File: src/rtl/sram_controller_pkg.sv
// Shared constants, state encoding and helpers for the SRAM data-memory controller.
package sram_controller_pkg;

  localparam int SRAM_DATA_LEN    = 16;
  localparam int SRAM_ADDR_LEN    = 18;
  localparam int SRAM_WAIT_CYCLES = 2;
  localparam int DATA_MEM_BASE    = 1024;

  // One word access walks IDLE -> LO half-word -> HI half-word -> DONE -> IDLE.
  typedef enum logic [1:0] {
    SRAM_IDLE = 2'd0,
    SRAM_LO   = 2'd1,
    SRAM_HI   = 2'd2,
    SRAM_DONE = 2'd3
  } sram_state_e;

  // Width of a down-counter that must hold the value cycles-1 (at least one bit).
  function automatic int cnt_width(input int cycles);
    return (cycles > 2) ? $clog2(cycles) : 1;
  endfunction

endpackage

File: src/rtl/sram_controller_wait_counter.sv
// Loadable down-counter that stalls at zero; tc flags the last cycle of a hold.
module wait_counter #(
  parameter int WIDTH = 1
) (
  input  logic             clk,
  input  logic             rst,
  input  logic             load,
  input  logic             en,
  input  logic [WIDTH-1:0] value,
  output logic             tc
);

  logic [WIDTH-1:0] count;

  // Load has priority; otherwise count down while enabled and not yet at zero.
  // NOTE: sequential state uses non-blocking assignments so every flop samples pre-edge values.
  always_ff @(posedge clk or negedge rst) begin
    if (!rst) begin
      count <= '0;
    end else if (load) begin
      count <= value;
    end else if (en && (count != '0)) begin
      count <= count - WIDTH'(1);
    end
  end

  assign tc = (count == '0);

endmodule

File: src/rtl/sram_controller.sv
// Splits each 32-bit MEM-stage access into two half-word cycles on a 16-bit async SRAM.
module sram_controller
  import sram_controller_pkg::*;
#(
  parameter int SRAM_ADDR_W = SRAM_ADDR_LEN,
  parameter int WAIT_CYCLES = SRAM_WAIT_CYCLES,
  parameter int BASE_ADDR   = DATA_MEM_BASE
) (
  input  logic                     clk,
  input  logic                     rst,
  input  logic                     wr_en,
  input  logic                     rd_en,
  input  logic [31:0]              address,
  input  logic [31:0]              write_data,
  output logic [31:0]              read_data,
  output logic                     ready,
  output logic [SRAM_ADDR_W-1:0]   sram_addr,
  input  logic [SRAM_DATA_LEN-1:0] sram_dq_in,
  output logic [SRAM_DATA_LEN-1:0] sram_dq_out,
  output logic                     sram_dq_oe,
  output logic                     sram_ce_n,
  output logic                     sram_oe_n,
  output logic                     sram_we_n,
  output logic                     sram_ub_n,
  output logic                     sram_lb_n
);

  localparam int               CNT_W    = cnt_width(WAIT_CYCLES);
  localparam logic [CNT_W-1:0] HOLD_VAL = CNT_W'(WAIT_CYCLES - 1);

  sram_state_e            state, next_state;
  logic                   request, accept, tc, cnt_load, cnt_en, half;
  logic                   op_write;
  logic [SRAM_ADDR_W-2:0] word_q;
  logic [31:0]            wdata_q;
  logic [31:0]            offset;
  logic                   unused_offset_bits;

  assign request  = rd_en | wr_en;
  assign accept   = (state == SRAM_IDLE) && request;
  assign offset   = address - 32'(BASE_ADDR);
  // Byte-lane bits and bits above the SRAM range are intentionally dropped.
  assign unused_offset_bits = ^{offset[31:SRAM_ADDR_W+1], offset[1:0]};

  // Reload the hold counter at the start of each half-word phase.
  assign cnt_load = accept || ((state == SRAM_LO) && tc);
  assign cnt_en   = (state == SRAM_LO) || (state == SRAM_HI);

  wait_counter #(.WIDTH(CNT_W)) u_wait (
    .clk   (clk),
    .rst   (rst),
    .load  (cnt_load),
    .en    (cnt_en),
    .value (HOLD_VAL),
    .tc    (tc)
  );

  // State register; reset lands in IDLE so the strobes drop out asynchronously.
  always_ff @(posedge clk or negedge rst) begin
    if (!rst) begin
      state <= SRAM_IDLE;
    end else begin
      state <= next_state;
    end
  end

  // Next-state and strobe decode from the registered state.
  // NOTE: every output gets a default before the case so no latch is inferred.
  always_comb begin
    next_state  = state;
    ready       = 1'b1;
    half        = 1'b0;
    sram_ce_n   = 1'b1;
    sram_oe_n   = 1'b1;
    sram_we_n   = 1'b1;
    sram_ub_n   = 1'b1;
    sram_lb_n   = 1'b1;
    sram_dq_oe  = 1'b0;
    sram_dq_out = '0;

    unique case (state)
      SRAM_IDLE: begin
        ready = ~request;
        if (request) next_state = SRAM_LO;
      end
      SRAM_LO: begin
        ready = 1'b0;
        if (tc) next_state = SRAM_HI;
      end
      SRAM_HI: begin
        ready = 1'b0;
        half  = 1'b1;
        if (tc) next_state = SRAM_DONE;
      end
      SRAM_DONE: begin
        next_state = SRAM_IDLE;
      end
      default: next_state = SRAM_IDLE;
    endcase

    if ((state == SRAM_LO) || (state == SRAM_HI)) begin
      sram_ce_n   = 1'b0;
      sram_ub_n   = 1'b0;
      sram_lb_n   = 1'b0;
      sram_oe_n   = op_write;
      sram_we_n   = ~op_write;
      sram_dq_oe  = op_write;
      if (op_write) sram_dq_out = half ? wdata_q[31:16] : wdata_q[15:0];
    end

    sram_addr = {word_q, half};
  end

  // Latch the request at acceptance and capture read half-words on the last hold cycle.
  // NOTE: these data registers are reset because sram_addr and read_data must be 0 out of reset.
  always_ff @(posedge clk or negedge rst) begin
    if (!rst) begin
      op_write  <= 1'b0;
      word_q    <= '0;
      wdata_q   <= '0;
      read_data <= '0;
    end else begin
      if (accept) begin
        op_write <= wr_en;
        word_q   <= offset[SRAM_ADDR_W:2];
        wdata_q  <= write_data;
      end
      if ((state == SRAM_LO) && tc && !op_write) read_data[15:0]  <= sram_dq_in;
      if ((state == SRAM_HI) && tc && !op_write) read_data[31:16] <= sram_dq_in;
    end
  end

endmodule

File: config.mk
export PLATFORM = sky130hd
export DESIGN_NAME = sram_controller
export DESIGN_NICKNAME = d
export VERILOG_FILES = /design/src/rtl/sram_controller_pkg.sv /design/src/rtl/sram_controller_wait_counter.sv /design/src/rtl/sram_controller.sv
export SDC_FILE = /design/constraint.sdc
export NUM_CORES = 1
export LEC_CHECK = 0
export BUFFER_PORTS_ARGS = -buffer_cell sky130_fd_sc_hd__buf_2
export CAP_MARGIN = 0
export CORE_MARGIN = 4
export CORE_UTILIZATION = 30
export DETAILED_ROUTE_END_ITERATION = 7
export SKIP_CTS_REPAIR_TIMING = 1
export SYNTH_ARGS = -nofsm -noshare
export SYNTH_HDL_FRONTEND = slang
export SYNTH_SLANG_ARGS = --single-unit
File: constraint.sdc
create_clock -name clk -period 3.9 [get_ports clk]
set_clock_uncertainty 0.15 [all_clocks]
set_input_delay 0.39 -clock clk [delete_from_list [all_inputs] [get_ports clk]]
set_output_delay 0.39 -clock clk [all_outputs]
set_load 0.01 [all_outputs]
# Word level (Yosys, flattened, before mapping)
# Cells that the tools add are included.
# Widths: inputs -> output; s select.
[word_totals]
regBits = 85
in_bits = 84
output_inout_bits = 73
[classes]
addsub = 2
eq_ne = 6
muxes = 15
bitwise_logic = 4
n_reduce_logical = 13
[op_table]
columns = ["cell", "count"]
rows = [
  ["$mux 16", 3],
  ["$sub 19x11->19 const B", 1],
  ["$pmux 2 s4", 1],
  ["$mux 1", 7],
  ["$logic_and 1x1->1", 6],
  ["$mux 2", 3],
  ["$ne 2x2->1 const B", 3],
  ["$eq 2x2->1 const B", 2],
  ["$not 1->1", 3],
  ["$reduce_and 3->1", 1],
  ["$eq 2x1->1 const B", 1],
  ["$logic_not 2->1", 1],
  ["$logic_or 1x1->1", 2],
  ["$pmux 1 s2", 1],
  ["$reduce_bool 2->1", 1],
  ["$reduce_or 2->1", 1],
  ["$logic_not 1->1", 1],
  ["$or 1x1->1", 1],
  ["$sub 1x1->1 const B", 1],
]

# Depth between registers and ports, before layout
# Gate-level depths: netlist (run 1).
[logic_depth]
depth_word = 5
mapped_depth = 7
ltp_nobuf = 5

# Cells and area by module
# From an unflattened synthesis (run 1), not the netlist that was laid out.
[unflattened]
cells_unflattened = 355
area_unflattened_um2 = 3654.8
[modules_own_cells]
columns = ["module", "n_inst", "cells_each", "area_each_um2", "seq_area_each_um2"]
rows = [
  ["sram_controller", 1, 351, 3609.7, 2102.0],
  ["wait_counter", 1, 4, 45.0, 25.0],
]

# Worst setup path before layout (run 1)
# OpenSTA, ideal clock, no wires.
[synth_path]
path_kind = "reg2reg"
startpoint = "register state[0]"
endpoint = "register read_data[21]"
setup_time_ns = 0.125
arrival_ns = 1.738
required_time_ns = 3.625
slack_ns = 1.887
path_stages_with_launch = 7
path_buffers = 2
period_less_slack_ns = 2.013
cell_sequence = "dfrtp_1 inv_1 ha_1 buf_4 nor3b_2 buf_4 mux2_2"
[synth_between]
elab_chain_cells = 3
[synth_lines]
columns = ["element", "line", "source"]
rows = [
  ["start, declared", "sram_controller.sv:31", "sram_state_e state, next_state;"],
  ["start signal, assigned", "sram_controller.sv:63", "state <= next_state;"],
  ["$eq 2x2->1", "sram_controller.sv:129", "if ((state == SRAM_HI) && tc && !op_write) read_data[31:16] <= sram_dq_in;"],
  ["$logic_and 1x1->1 (2 in series)", "sram_controller.sv:129", ""],
  ["end signal, assigned", "sram_controller.sv:129", ""],
  ["end, declared", "sram_controller.sv:15", "output logic [31:0] read_data,"],
]
# No other way between the ends.
# A chain may end at the register's enable or synchronous reset.

# Worst setup path after layout (run 1)
[layout_path]
startpoint = "register state[0]"
endpoint = "output port sram_dq_out[12]"
[layout_between]
elab_chain_cells = 5
[layout_lines]
columns = ["element", "line", "source"]
rows = [
  ["$eq 2x2->1", "sram_controller.sv:81, sram_controller.sv:101", ""],
  ["$mux 1", "sram_controller.sv:81", "unique case (state)"],
  ["$mux 16 (2 in series)", "sram_controller.sv:108", "if (op_write) sram_dq_out = half ? wdata_q[31:16] : wdata_q[15:0];"],
  ["$mux 16 (*)", "sram_controller.sv:101", "if ((state == SRAM_LO) || (state == SRAM_HI)) begin"],
  ["end, declared", "sram_controller.sv:19", "output logic [SRAM_DATA_LEN-1:0] sram_dq_out,"],
]
# Mark *: on every way between the ends. The rest lies on a longest branch, timed or not.

==> results of run 1 <==
## state kept, by name, indices dropped and copies added, names as in the netlist
signal        count
op_write          1
read_data        32
state             2
u_wait.count      1
wdata_q          32
word_q           17
## cell families after synthesis
group,share of synthesized area [%]
AO/OA/AOI/OAI,3.23
XOR/XNOR,0.481
adder cells (fa/ha/maj),1.38
buffers and inverters,3.16
flip-flops,58.4
multiplexers,14.6
AND/OR/NAND/NOR,18.7
## worst max-delay path, stage by stage, from the launching register on
cell	delay, ns
dfrtp_1	0.38
inv_1	0.10
ha_1	0.53
buf_4	0.33
mux2i_1	0.21
nor2_1	0.05
buf_2	0.18
## metal layers
metal,up-vias,track usage (%)
li1,1411,-
met1,1351,16.2
met2,92,20.9
met3,10,5.11
met4,0,4.03
met5,-,0
## power by group through the flow
stage          registers (W)  clock network [W]  logic, W
2_1_floorplan        0.00166                  0   0.00102
3_3_place_gp         0.00154                  0   0.00176
3_5_place_dp         0.00156                  0   0.00179
4_1_cts              0.00155            0.00106   0.00179
5_1_grt              0.00160            0.00110   0.00197
6_report             0.00155            0.00103   0.00174
## layout make-up
| type | count | area share, % |
|---|---|---|
| clock buffer | 9 | 4.65 |
| clock inverter | 7 | 2.84 |
| inverter | 7 | 0.542 |
| multi-input combinational | 241 | 29.1 |
| sequential | 85 | 43.9 |
| tap | 143 | 3.69 |
| timing repair buffer | 145 | 15.2 |
## cells in the final DEF, fill, tap and decap left out
master / instances
o21ai_0: 9
o21ai_4: 1
mux2i_1: 17
mux2_2: 32
clkbuf_16: 9
o21a_2: 1
or4_1: 3
xnor2_1: 2
nand2_1: 132
buf_4: 5
dfrtp_1: 85
a21oi_1: 1
or3b_2: 1
nand2b_1: 1
buf_2: 140
nor2_1: 20
a31oi_1: 4
inv_1: 7
nor3b_2: 2
clkinv_2: 2
or3_1: 4
nand3_1: 1
a211oi_1: 1
ha_1: 4
o31ai_1: 2
bufinv_16: 4
or4b_4: 1
nor3_1: 1
o211ai_1: 1
clkinvlp_4: 1
## Yosys cell counts (2+ instances only)
cell | n | area share, %
dfrtp_1 | 85 | 58
ha_1 | 4 | 1.4
nand2_1 | 132 | 14
nor2_1 | 20 | 2.1
or3_1 | 4 | 0.69
nor3b_2 | 2 | 0.69
clkbuf_1 | 11 | 1.1
buf_2 | 2 | 0.28
or4_1 | 3 | 0.62
mux2_2 | 32 | 9.9
o31ai_1 | 2 | 0.41
o21ai_0 | 9 | 1.2
mux2i_1 | 17 | 4.7
a31oi_1 | 4 | 0.69
inv_1 | 7 | 0.72
xnor2_1 | 2 | 0.48
buf_4 | 5 | 1.0
## stage by stage
stage | power [W] | instances | area, um2 | setup WS, ns | hold slack, ns
after floorplan | 0.00268 | 351 | 3640 | 1.89 | -0.0556
after global placement | 0.00330 | 621 | 4480 | 1.41 | 0.307
after detailed placement | 0.00335 | 621 | 4480 | 1.38 | 0.312
after CTS | 0.00440 | 637 | 4840 | 1.14 | 0.0711
after global routing | 0.00468 | 637 | 4840 | 1.04 | 0.0798
final | 0.00432 | 637 | 4840 | 1.24 | 0.0898
## how the worst max path moves through the flow
stage                         startpoint                        end  slack (ns)  cells past startpoint
global placement    state[0]$_DFFE_PN0P_  read_data[27]$_DFFE_PN0P_        1.41                      6
floorplan           state[0]$_DFFE_PN0P_  read_data[21]$_DFFE_PN0P_        1.89                      6
finish              state[0]$_DFFE_PN0P_            sram_dq_out[12]        1.24                      6
global route        state[0]$_DFFE_PN0P_            sram_dq_out[11]        1.04                      6
detailed placement  state[0]$_DFFE_PN0P_  read_data[25]$_DFFE_PN0P_        1.38                      6
CTS                 state[0]$_DFFE_PN0P_             sram_dq_out[6]        1.14                      6
==> flow_summary_export.csv, run 1 <==
group,metric,value,unit
synthesis,synth_flop_cell,"dfrtp_1",
synthesis,synthArstFlopShare,100,%
cts,clkTransAtPathRegs,0.06,ns
synthesis,syn_area,3640,um2
final_layout,multiInputGateArea,1410,um2
grt,grt_max_degree,86,
synthesis,yosysWarnings,0,
sta,setup-violations-final,0,
drt,route.met3.wl,660,um
status,status,"finished clean",
drt,highest_layer,"met4",
drt,drc_errors,0,
drt,drt-met1-wl,3900,um
critical_path,cp.arrival,2.12,ns
power_and_ir_drop,leakage,2.54,nW
critical_path,r2r-end,"read_data[22]$_DFFE_PN0P_",
worst_hold_path,min_to,"wdata_q[5]$_DFFE_PN0P_",
final_layout,final_util,41.5,%
synthesis,synth_cell_types,27,
critical_path,path_class,"flop to output pin",
sta,worst_pin_slew,1.06,ns
critical_path,worstPathMaxFanout,11,
die,die_area,14000,um2
final_layout,regArea,2130,um2
final_layout,layout-area-overhead-vs-synth,33.1,%
cts,cts_tree,"done",
final_layout,drive_above_1_share,40.3,%
sta,hold_viol,0,
power_and_ir_drop,combPwrFrac,40.4,%
drt,wl_met2,4030,um
critical_path,ff2ff_setup_slack,1.46,ns
die,die_x,118,um
drt,routed_wl,8720,um
synthesis,syn_area_per_cell,10.4,um2
power_and_ir_drop,seqPwrFrac,35.8,%
die,ios,157,
sta,setup_tns,0,ns
cts,cts_max_level,3,
sta,rsz0062_at_grt,"no",
synthesis,ys_seq_area_share,58.4,%
die,die_h,118,um
final_layout,fill_cells,1165,
cts,clkLatencyLatePin,0.33,ns
cts,clock_sinks,85,
critical_path,timing.rr.start,"state[0]$_DFFE_PN0P_",
grt,grt_pass1_wl,14800,um
place,gp_congestion,0.747,
power_and_ir_drop,irDropWorstVdd,269,uV
die,initial_core_util,31.2,%
synthesis,synth_edf_count,0,
critical_path,crit_path_start_kind,"flop",
final_layout,final_nets,577,
sta,slew_viol_final,0,
critical_path,cp-end-kind,"output pin",
drt,drt_iter0_markers,135,
cts,cts_buffer_depth,2,
drt,viasPerCell,4.50,
cts,numCtsBuffers,9,
sta,fmax,375,MHz
worst_hold_path,hold_depth,3,
grt,grt_pass1_vias,3013,
power_and_ir_drop,power.switching,0.00155,W
synthesis,ys_ff_latch,85,
place,hpwlAfterDp,6130,um
grt,antenna_found_initial,0,
place,portBuffers,141,
power_and_ir_drop,clockPowerShare,23.8,%
die,rows,39,
synthesis,synth_nets,439,
power_and_ir_drop,p_int,0.00277,W
grt,grt.overflow.total,0,
drt,wire_per_inst,13.7,um
worst_hold_path,hp-class,"primary input to flop",
critical_path,reg2reg_depth,6,
synthesis,synth_cells,351,
sta,fin_crit,2.66,ns
sta,max-slew-margin-rel,29.4,%
power_and_ir_drop,switching_share,35.8,%
worst_hold_path,hold_path.startpoint,"write_data[5]",
drt,vias,2864,
drt,first_pass_iters,4,
final_layout,antenna_cells,0,
die,core_area,11700,um2
grt,grt_usage,13.0,%
power_and_ir_drop,power.density,892,nW/um2
sta,post-route-period-util,68.3,%
drt,postRouteAntennaNets,0,
critical_path,critPathRequiredTime,3.36,ns
cts,root_buffer,"clkbuf_16",
run,drv_cap,0,
Note: power is estimated with default switching activity, not from simulation.
==> run 2: changes to the inputs <==
--- a/config.mk
+++ b/config.mk
@@ -5,6 +5,7 @@
 export SDC_FILE = /design/constraint.sdc
 export NUM_CORES = 1
 export LEC_CHECK = 0
+export ABC_AREA = 1
 export BUFFER_PORTS_ARGS = -buffer_cell sky130_fd_sc_hd__buf_2
 export CAP_MARGIN = 0
 export CORE_MARGIN = 4
==> constraint.sdc (replaced) <==
create_clock -name clk -period 2.2 [get_ports clk]
set_clock_uncertainty 0.15 [all_clocks]
set_input_delay 0.22 -clock clk [delete_from_list [all_inputs] [get_ports clk]]
set_output_delay 0.22 -clock clk [all_outputs]
set_load 0.01 [all_outputs]
==> flow_summary_export.csv, run 2 <==
group,metric,value,unit
status,status,"complete, but fails checks",
status,violations,"hold timing",
grt,grt.overflow.total,0,
drt,postRouteAntennaNets,0,
die,die_area,14500,um2
synthesis,syn_area,3790,um2
place,hpwlAfterDp,7040,um
cts,numCtsBuffers,9,
final_layout,final_nets,727,
final_layout,layout-area-overhead-vs-synth,45.2,%
critical_path,path_class,"flop to output pin",
power_and_ir_drop,leakage,2.99,nW
run,drv_cap,0,
cts,cts_max_level,3,
die,ios,157,
synthesis,synth_cell_types,24,
critical_path,cpMaxStageDelayCell,"dfrtp_1",
place,portBuffers,141,
critical_path,reg2reg_depth,7,
sta,post-route-period-util,95.5,%
synthesis,yosys.area.top_type,"dfrtp_1",
sta,slew_viol_final,0,
grt,grt_pass1_wl,16200,um
cts,root_buffer,"clkbuf_16",
drt,wire_per_inst,12.7,um
drt,routed_wl,10300,um
synthesis,yosysTopAreaCellShare,56.1,%
sta,hold_slack,-0.00705,ns
die,die_h,120,um
die,initial_core_util,31.1,%
critical_path,crit_path_start_kind,"flop",
synthesis,synthArstFlopShare,100,%
grt,grt_pass1_vias,3360,
sta,fin_crit,2.10,ns
critical_path,cp.arrival,1.73,ns
sta,setup-violations-final,0,
final_layout,reg_top3,"read_data (32), wdata_q (32), word_q (17)",
critical_path,max_stage_delay,0.40,ns
final_layout,final_util,45.1,%
cts,cts_buffer_depth,2,
critical_path,cp.depth,6,
grt,antenna_found_initial,0,
cts,clkTransAtPathRegs,0.06,ns
place,gp_congestion,0.848,
final_layout,layout_common_cells,"nand2_1 (179), buf_2 (140), dfrtp_1 (85)",
synthesis,yosys-top-cells-area,"dfrtp_1 (56%), nand2_1 (18%), nor2_1 (4.3%), o21ai_1 (3.7%), inv_1 (3.4%)",
grt,grt_max_degree,45,
sta,max-slew-margin-rel,60.0,%
synthesis,synth_most_common_cell,"nand2_1",
synthesis,ys_ff_latch,85,
cts,clkLatencyLatePin,0.33,ns
power_and_ir_drop,power.density,1420,nW/um2
synthesis,syn_area_per_cell,8.37,um2
power_and_ir_drop,irDropWorstVdd,863,uV
synthesis,ys_seq_area_share,56.1,%
critical_path,ff2ff_setup_slack,0.43,ns
synthesis,synth_top_cells_by_count,"nand2_1 (179), dfrtp_1 (85), nor2_1 (43), inv_1 (34), o21ai_1 (28)",
power_and_ir_drop,total_power,0.00783,W
drt,drt_iter0_markers,173,
synthesis,synth_edf_count,0,
synthesis,synth_flop_cell,"dfrtp_1",
final_layout,layout_commonest_cell,"nand2_1",
grt,grt_usage,14.0,%
cts,cts_tree,"done",
critical_path,worstPathMaxFanout,20,
drt,first_pass_iters,4,
worst_hold_path,hold_depth,3,
critical_path,crit_buf_inv,3,
sta,worst_pin_slew,0.598,ns
final_layout,antenna_cells,0,
critical_path,cp-end-kind,"output pin",
final_layout,drive_above_1_share,28.9,%
worst_hold_path,hp-class,"primary input to flop",
die,core_area,12200,um2
synthesis,yosysWarnings,0,
drt,drc_errors,0,
critical_path,critPathRequiredTime,1.83,ns
critical_path,path_delay_family,"buffers and inverters",
sta,fmax,476,MHz
drt,viasPerCell,4.31,
synthesis,synth_cells,453,
die,rows,40,
critical_path,path_cells,"inv_1 -> ha_1 -> buf_12 -> nor2_1 -> nor3_2 -> buf_2",
drt,vias,3502,
cts,clock_sinks,85,
sta,hold_viol,3,
synthesis,synth_nets,541,
die,die_x,120,um
run 2: changes by cell type in the layout (fill, tap and decap cells not counted), sizes merged, moves of 4 or more:
cell	change
clkbuf	+4
dlygate4sd3	+51
inv	+32
mux2	-32
mux2i	-17
nand2	+51
nand3	+8
nor2	+24
nor3	+14
o21ai	+34
or3	-4
run 2: logic make-up (layout without fill, tap and decap cells):
group	after synthesis	after routing	synth area share [%]
simple gates	253	253	27.9
flops	85	85	56.1
buf+inv	62	253	8.12
compound gates	49	49	6.60
fa+ha+maj	4	4	1.32
run 2: worst paths after layout:
| check | from | to |
|---|---|---|
| min reg2reg | wdata_q[8]$_DFFE_PN0P_ | wdata_q[8]$_DFFE_PN0P_ |
| min | sram_dq_in[8] | read_data[8]$_DFFE_PN0P_ |
| max in group asynchronous | rst | read_data[6]$_DFFE_PN0P_ |
| max | state[0]$_DFFE_PN0P_ | sram_dq_out[5] |
| max reg2reg | state[1]$_DFFE_PN0P_ | read_data[11]$_DFFE_PN0P_ |
| min in group asynchronous | rst | read_data[19]$_DFFE_PN0P_ |
run 2: layout make-up:
cell class / instances / area (um2)
inverters: 39 / 156
flip-flops and latches: 85 / 2130
fillers: 1216 / 6710
clock buffers: 13 / 270
clock inverters: 3 / 42.5
well taps: 168 / 210
repair buffers: 198 / 1300
multi-input cells: 306 / 1400
run 2: tightest hold or removal path: stages:
cell and delay (ns):
buf_2 0.10, inv_1 0.05, o21ai_1 0.06
run 2: metrics by stage:
| stage | setup TNS [ns] | std cells | hold WS [ns] | setup slack (ns) | instance area [um2] |
|---|---|---|---|---|---|
| 3_3_place_gp | 0 | 745 | 0.0983 | 0.225 | 4620 |
| 5_1_grt | -0.0410 | 812 | 0.00105 | -0.0185 | 5510 |
| 6_report | 0 | 812 | -0.00705 | 0.0997 | 5510 |
| 2_1_floorplan | 0 | 453 | -0.226 | 0.549 | 3790 |
| 3_5_place_dp | 0 | 745 | 0.0990 | 0.183 | 4620 |
| 4_1_cts | -2.05 | 761 | -0.268 | -0.177 | 4940 |
run 2: metal layers:
layer,GRT usage [%],wire length [um],up-vias
li1,-,-,1761
met1,17.8,4690,1635
met2,22.4,4980,94
met3,3.84,506,12
met4,5.67,164,0
met5,0,0,-
run 2: power breakdown:
part	switching (W)	leakage [nW]	internal, W	total (W)
registers	0.000416	1.04	0.00235	0.00276
logic	0.00212	1.80	0.00138	0.00350
clock network	0.000592	0.152	0.000971	0.00156
